<file path="src/rtl/bmp_frame_arbiter_pkg.sv">
// bmp_pkg: shared FSM state type, mode encodings and header layout
// constants for the BMP frame arbiter.
package bmp_pkg;

  typedef enum logic [1:0] {
    ST_IDLE   = 2'd0,
    ST_HEADER = 2'd1,
    ST_BODY   = 2'd2,
    ST_GAP    = 2'd3
  } arb_state_e;

  localparam logic [1:0] MODE_TH  = 2'b01;
  localparam logic [1:0] MODE_BYP = 2'b10;

  localparam int HEADER_BYTES = 56;

  // The 32-bit file size sits in header bytes 2..5 (little-endian). With
  // byte 0 of each word in [31:24], it straddles beat 0 and beat 1.
  localparam int FSIZE_LO_BEAT = 0;
  localparam int FSIZE_HI_BEAT = 1;

  function automatic logic mode_is_request(input logic [1:0] mode);
    return (mode == MODE_TH) || (mode == MODE_BYP);
  endfunction

  // w0_lo holds [15:0] of beat 0 (bytes 2,3); w1 is beat 1 (bytes 4,5 on top).
  function automatic logic [31:0] parse_file_size(input logic [15:0] w0_lo,
                                                  input logic [31:0] w1);
    return {w1[23:16], w1[31:24], w0_lo[7:0], w0_lo[15:8]};
  endfunction

endpackage

</file>
<file path="src/rtl/bmp_frame_arbiter_rr_arb2.sv">
// rr_arb2: two-way round-robin arbiter. Grant is combinational from req;
// the winner is remembered only when update is strobed.
module rr_arb2 (
  input  logic       clk,
  input  logic       rst,
  input  logic [1:0] req,
  input  logic       update,
  output logic [1:0] grant
);

  // Reset value 1 (slv1 won last) so slv0 wins the first contention.
  logic last_winner_q, last_winner_d;

  // On contention pick the side that did not win last; otherwise pass req.
  always_comb begin
    grant = req;
    if (req == 2'b11) begin
      grant = last_winner_q ? 2'b01 : 2'b10;
    end
  end

  // Remember the winner only when the caller commits the grant.
  always_comb begin
    last_winner_d = last_winner_q;
    if (update && (grant != 2'b00)) begin
      last_winner_d = grant[1];
    end
  end

  // Winner history register.
  always_ff @(posedge clk or posedge rst) begin
    if (rst) begin
      last_winner_q <= 1'b1;
    end else begin
      last_winner_q <= last_winner_d;
    end
  end

endmodule

</file>
<file path="src/rtl/bmp_frame_arbiter.sv">
// bmp_frame_arbiter: locks the BMP datapath to one slave for a whole file
// (header through last pixel word), then idles DEAD_TIME cycles before
// re-arbitrating round-robin.
// Optional stall watchdog: define BMP_ARB_TIMEOUT_EN.
module bmp_frame_arbiter #(
  parameter int DATA_BUS_SIZE  = 32,
  parameter int HEADER_BYTES   = 56,
  parameter int DEAD_TIME      = 3,
  parameter int TIMEOUT_CYCLES = 1024
) (
  input  logic                     clk,
  input  logic                     rst,
  input  logic [1:0]               slv0_mode,
  input  logic [1:0]               slv1_mode,
  input  logic                     slv0_data_valid,
  input  logic                     slv1_data_valid,
  input  logic [DATA_BUS_SIZE-1:0] slv0_data,
  input  logic [DATA_BUS_SIZE-1:0] slv1_data,
  output logic                     slv0_ready,
  output logic                     slv1_ready,
  input  logic                     mstr0_ready,
  output logic [DATA_BUS_SIZE-1:0] arb_data,
  output logic                     arb_data_valid,
  output logic [1:0]               arb_mode,
  output logic [1:0]               arb_grant,
  output logic                     hdr_phase,
  output logic [31:0]              file_size,
  output logic                     frame_done,
  output logic                     timeout_err
);
  import bmp_pkg::*;

  localparam int BEAT_BYTES = DATA_BUS_SIZE / 8;

  arb_state_e  state_q, state_d;
  logic [1:0]  grant_q, grant_d;
  logic [1:0]  mode_q, mode_d;
  logic [31:0] byte_cnt_q, byte_cnt_d;
  logic [31:0] file_size_q, file_size_d;
  logic [15:0] w0_lo_q, w0_lo_d;
  logic [15:0] gap_cnt_q, gap_cnt_d;
  logic        frame_done_q, frame_done_d;

  logic [1:0]  eligible;
  logic [1:0]  rr_grant;
  logic        rr_update;
  logic        sel_valid;
  logic        in_frame;
  logic        beat;
  logic [31:0] byte_cnt_inc;

  assign eligible  = {mode_is_request(slv1_mode) & slv1_data_valid,
                      mode_is_request(slv0_mode) & slv0_data_valid};
  assign rr_update = (state_q == ST_IDLE) && (eligible != 2'b00);

  rr_arb2 u_rr_arb2 (
    .clk    (clk),
    .rst    (rst),
    .req    (eligible),
    .update (rr_update),
    .grant  (rr_grant)
  );

  // Zero-latency mux of the owner's word and valid; zero when nobody owns.
  always_comb begin
    arb_data  = '0;
    sel_valid = 1'b0;
    if (grant_q[0]) begin
      arb_data  = slv0_data;
      sel_valid = slv0_data_valid;
    end else if (grant_q[1]) begin
      arb_data  = slv1_data;
      sel_valid = slv1_data_valid;
    end
  end

  assign in_frame     = (state_q == ST_HEADER) || (state_q == ST_BODY);
  assign beat         = in_frame & sel_valid & mstr0_ready;
  assign byte_cnt_inc = byte_cnt_q + 32'(BEAT_BYTES);

`ifdef BMP_ARB_TIMEOUT_EN
  logic [31:0] stall_cnt_q, stall_cnt_d;
  logic        timeout_err_q, timeout_err_d;
  logic        stall_expired;

  assign stall_expired = in_frame && !beat &&
                         (stall_cnt_q == 32'(TIMEOUT_CYCLES - 1));

  // Watchdog: counts frame cycles without a beat, cleared by a beat or a new grant.
  always_comb begin
    stall_cnt_d   = stall_cnt_q;
    timeout_err_d = 1'b0;
    if (rr_update) begin
      stall_cnt_d = '0;
    end else if (in_frame) begin
      stall_cnt_d   = (beat || stall_expired) ? '0 : stall_cnt_q + 32'd1;
      timeout_err_d = stall_expired;
    end
  end

  // Watchdog registers.
  always_ff @(posedge clk or posedge rst) begin
    if (rst) begin
      stall_cnt_q   <= '0;
      timeout_err_q <= 1'b0;
    end else begin
      stall_cnt_q   <= stall_cnt_d;
      timeout_err_q <= timeout_err_d;
    end
  end

  assign timeout_err = timeout_err_q;
`else
  logic unused_timeout_cfg;
  assign unused_timeout_cfg = ^TIMEOUT_CYCLES;
  assign timeout_err        = 1'b0;
`endif

  // Frame ownership FSM: grant, header parse, byte count, release and dead time.
  always_comb begin
    state_d      = state_q;
    grant_d      = grant_q;
    mode_d       = mode_q;
    byte_cnt_d   = byte_cnt_q;
    file_size_d  = file_size_q;
    w0_lo_d      = w0_lo_q;
    gap_cnt_d    = gap_cnt_q;
    frame_done_d = 1'b0;

    case (state_q)
      ST_IDLE: begin
        if (rr_update) begin
          state_d    = ST_HEADER;
          grant_d    = rr_grant;
          mode_d     = rr_grant[0] ? slv0_mode : slv1_mode;
          byte_cnt_d = '0;
        end
      end

      ST_HEADER, ST_BODY: begin
        if (beat) begin
          byte_cnt_d = byte_cnt_inc;
          if (byte_cnt_q == 32'(FSIZE_LO_BEAT * BEAT_BYTES)) begin
            w0_lo_d = arb_data[15:0];
          end
          if (byte_cnt_q == 32'(FSIZE_HI_BEAT * BEAT_BYTES)) begin
            file_size_d = parse_file_size(w0_lo_q, arb_data[31:0]);
          end
          // A file no longer than the header ends with the header itself.
          if (((state_q == ST_HEADER) && (byte_cnt_inc == 32'(HEADER_BYTES)) &&
               (file_size_q <= 32'(HEADER_BYTES))) ||
              ((state_q == ST_BODY) && (byte_cnt_inc >= file_size_q))) begin
            state_d      = ST_GAP;
            grant_d      = '0;
            gap_cnt_d    = '0;
            frame_done_d = 1'b1;
          end else if ((state_q == ST_HEADER) && (byte_cnt_inc == 32'(HEADER_BYTES))) begin
            state_d = ST_BODY;
          end
        end
`ifdef BMP_ARB_TIMEOUT_EN
        else if (stall_expired) begin
          state_d   = ST_GAP;
          grant_d   = '0;
          gap_cnt_d = '0;
        end
`endif
      end

      ST_GAP: begin
        if (gap_cnt_q >= 16'(DEAD_TIME - 1)) begin
          state_d = ST_IDLE;
        end else begin
          gap_cnt_d = gap_cnt_q + 16'd1;
        end
      end

      default: state_d = ST_IDLE;
    endcase
  end

  // State and datapath registers.
  always_ff @(posedge clk or posedge rst) begin
    if (rst) begin
      state_q      <= ST_IDLE;
      grant_q      <= '0;
      mode_q       <= '0;
      byte_cnt_q   <= '0;
      file_size_q  <= '0;
      w0_lo_q      <= '0;
      gap_cnt_q    <= '0;
      frame_done_q <= 1'b0;
    end else begin
      state_q      <= state_d;
      grant_q      <= grant_d;
      mode_q       <= mode_d;
      byte_cnt_q   <= byte_cnt_d;
      file_size_q  <= file_size_d;
      w0_lo_q      <= w0_lo_d;
      gap_cnt_q    <= gap_cnt_d;
      frame_done_q <= frame_done_d;
    end
  end

  assign slv0_ready     = grant_q[0] & mstr0_ready;
  assign slv1_ready     = grant_q[1] & mstr0_ready;
  assign arb_data_valid = sel_valid & in_frame;
  assign arb_mode       = mode_q;
  assign arb_grant      = grant_q;
  assign hdr_phase      = (state_q == ST_HEADER);
  assign file_size      = file_size_q;
  assign frame_done     = frame_done_q;

endmodule

</file>
<file path="config.mk">
export PLATFORM = sky130hd
export DESIGN_NAME = bmp_frame_arbiter
export DESIGN_NICKNAME = d
export VERILOG_FILES = /design/src/rtl/bmp_frame_arbiter_pkg.sv /design/src/rtl/bmp_frame_arbiter_rr_arb2.sv /design/src/rtl/bmp_frame_arbiter.sv
export SDC_FILE = /design/constraint.sdc
export NUM_CORES = 1
export LEC_CHECK = 0
export ABC_AREA = 1
export BUFFER_PORTS_ARGS = -buffer_cell sky130_fd_sc_hd__buf_2
export CORE_MARGIN = 10
export CORE_UTILIZATION = 50
export DETAILED_ROUTE_END_ITERATION = 7
export PLACE_DENSITY = 0.75
export SLEW_MARGIN = 20
export SYNTH_ARGS = -nofsm -noshare
export SYNTH_HDL_FRONTEND = slang
export SYNTH_SLANG_ARGS = --single-unit
</file>
<file path="constraint.sdc">
create_clock -name clk -period 2.73 [get_ports clk]
set_input_delay 0.273 -clock clk [delete_from_list [all_inputs] [get_ports clk]]
set_output_delay 0.273 -clock clk [all_outputs]
set_load 0.01 [all_outputs]
</file>
==> run summary <==
I/O pins: 147
Net Sw Frac: 46.62%
Worst Skew: 0.01132 ns
violated checks: negative setup slack
Sequential cell area: 2557 µm²
Die H: 133.5 µm
pin count of the biggest net entering global routing: 49
insertion delay to the later sink of the worst-skew pair: 0.36 ns
Total GRT Usage: 22.47%
Gate power share: 62.1%
DR iter-0 viols: 423
crit-path max FO: 6
drt drc: 0
initial antenna violation count: 0
Clock Tree Root: clkbuf_16
r2r endpoint: gap_cnt_q[12]
Pint: 0.004911 W
routed via count: 6549
commonest cells in the netlist: nand2_1 (199), inv_1 (157), dfrtp_1 (101)
vias in the first global route: 6577
Core Box Area: 12620 µm²
die width: 133.5 µm
Detail Route Antenna Nets: 0
Total Power: 0.009201 W
grt total ovfl: 0
LEAKAGE: 4.756 nW
Fmax achieved: 341.8 MHz
First-pass DRT Iterations: 5
Pwr per Cell Area: 1082 nW/µm²
final wirelength: 19960 µm
number of port buffers: 145
WL per Instance: 15.88 µm
Max-slew headroom: 46.81%
vias per std cell: 5.210
clock-pin slew on the worst setup and hold paths: 0.07 ns
WP data required: 2.98 ns
first-pass GRT wire length: 32730 µm
H-tree Lvls: 3
CP Launch Type: register
Clk network pwr share: 13.4%
Final period util: 107.2%
Hold Path Class: input pin to asynchronous set/reset pin
fillers: 1072
Critical R2R Launch: byte_cnt_q[2]
layout cells sized above 1: 31.43%
row cnt: 41
HPWL Detailed: 15430 µm
RSZ-0062 raised after global routing: true
Layout Nets: 1192
top_reg_cell synth: dfrtp_1
Final setup viols: 21
Post-synth EDFFs: 0
Placement Setup Slack: -0.2648 ns
Sequential Power Share: 24.6%
Worst Tran Pin Value: 0.7961 ns
area fraction of the dominant cell type after synthesis: 39.26%
FF-to-FF setup slack: -0.20 ns
average size of a mapped cell: 7.627 µm²
top cell type by total area after synthesis: dfrtp_1
Max Cap Violations: 0
syn nets: 956
full die area: 17810 µm²
multi-input logic area: 3298 µm²
cts bufs inserted: 9
FF-to-FF path depth: 20
antenna cells: 0
maximum root-to-sink buffer count: 2
mapped cell area: 6437 µm²
Seq/Total Area, Yosys: 39.67%
final cell count without fillers: 1257
distinct cell type count of the synthesized netlist: 40
Net Switching: 0.004289 W
cell count after synthesis: 844
GP Congestion: 0.9493
critical path class: register to register
most frequent cell after synthesis: nand2_1
Final Hold Fails: 0
Seq cells post-synth: 102
CP endpoint kind: register
outcome: complete, but fails checks
Final Max Slew Viols: 0
synth top area cells: dfrtp_1 (39%), nand2_1 (12%), inv_1 (9.2%)
FFs w/ async S/R, synth: 100.0%
Yosys Warn Count: 0
Layout Utilization: 67.40%
arrival time at the worst endpoint: 3.17 ns
# placed instances: 1233
Tmin final: 2.926 ns
maximum vdd drop: 0.5561 mV
Clock Sink Count: 102
CTS tree: built
Starting Density: 51.01%
area grow syn2layout: 32.13%
CTS Hold Bufs: 0
final worst slack: -0.1958 ns
==> layer usage <==
| layer | GRT usage, % | routed length (µm) | vias to the layer above |
|---|---|---|---|
| met2 | 36.34 | 9371 | 290 |
| met3 | 6.917 | 1886 | 29 |
| met4 | 8.162 | 416 | 0 |
| li1 | - | - | 3211 |
| met5 | 0 | 0 | - |
| met1 | 27.64 | 8283 | 3019 |
==> through the flow <==
stage	TNS [ns]	hold WS (ns)	instance area, µm²
finish	-3.510	0.05229	8506
global placement	-3.188	0.4536	8034
CTS	-1.936	0.08395	8451
floorplan	-0.09935	0.4426	6459
detailed placement	-4.071	0.4638	8034
global route	-7.859	0.1271	8506
==> worst max-delay path, stage by stage (launching register included) <==
cell,delay [ns]
dfrtp_1,0.41
ha_4,0.18
nand2_1,0.08
nor2_2,0.15
nand2_1,0.10
nor2_2,0.16
nand2_1,0.08
xor2_1,0.19
inv_1,0.07
ha_1,0.29
nand4_1,0.13
nor4_2,0.27
nand2_1,0.11
nand3_2,0.08
nand2_2,0.06
nand2_2,0.07
inv_2,0.05
nand2_4,0.09
nand2_8,0.09
inv_6,0.12
nor2_2,0.03
==> cell families after synthesis <==
kind of cell               Yosys count  synth area share, %
buffers and inverters              184                11.16
and+or+nand+nor                    358                25.09
other                                1              0.05825
adders and majority gates           39                7.580
xor gates and xnor gates             7                1.069
AOI/OAI and AO/OA                  137                12.58
DFF                                102                39.67
muxes                               16                2.799
==> sequential cells by signal (all words and copies together) (netlist names) <==
name and cells:
byte_cnt_q 30, frame_done 1, arb_mode 2, gap_cnt_q 16, arb_grant 2, u_rr_arb2.last_winner_q 1, file_size 32, state_q 2
w0_lo_q 16
==> worst max path at each step <==
stage | start | end | cells after the start
global route | byte_cnt_q[2] | gap_cnt_q[14] | 22
detailed placement | byte_cnt_q[3] | gap_cnt_q[15] | 22
global placement | byte_cnt_q[2] | gap_cnt_q[13] | 22
CTS | byte_cnt_q[2] | gap_cnt_q[15] | 19
floorplan | byte_cnt_q[2] | gap_cnt_q[12] | 23
finish | byte_cnt_q[2] | gap_cnt_q[12] | 20
==> area by class of cell <==
type	instances	share of cell area (%)
Tap cell	172	2.530
Clock buffer	11	2.736
Timing Repair inverter	1	0.1030
Inverter	160	7.193
Clock inverter	5	0.5001
Multi-Input combinational cell	558	38.78
Sequential cell	102	30.07
Timing Repair Buffer	248	18.09
==> cells in the final DEF, fill, tap and decap left out, types with 10 or more instances in the layout <==
master   instances
nor4_1          12
buf_2          145
nand4_1         16
nor2_2          20
mux2_2          16
nor2_1          51
ha_1            38
a22oi_1         32
nand2_1        192
o22ai_1         24
o21ai_0         53
dfrtp_1         98
nand3_1         29
nand2_2         10
buf_4           97
inv_1          155
a21oi_1         19
==> repair_timing <==
item / 4_1_cts / 5_1_grt
pin swaps: 14 / 5
endpoints found under the hold margin: 0 / 0
setup buffers: 6 / 1
resized for setup: 23 / 13
gates cloned: 1 / 0
setup endpoints to repair: 21 / 21
==> power groups by stage <==
stage / combinational, W / clock [W] / sequential (W)
after floorplan: 0.00322 / 0 / 0.00226
after global placement: 0.00512 / 0 / 0.00225
after detailed placement: 0.00518 / 0 / 0.00225
after CTS: 0.00547 / 0.00124 / 0.00225
after global routing: 0.00632 / 0.00129 / 0.00231
final: 0.00571 / 0.00123 / 0.00226
Note: power is estimated with default switching activity, not from simulation.
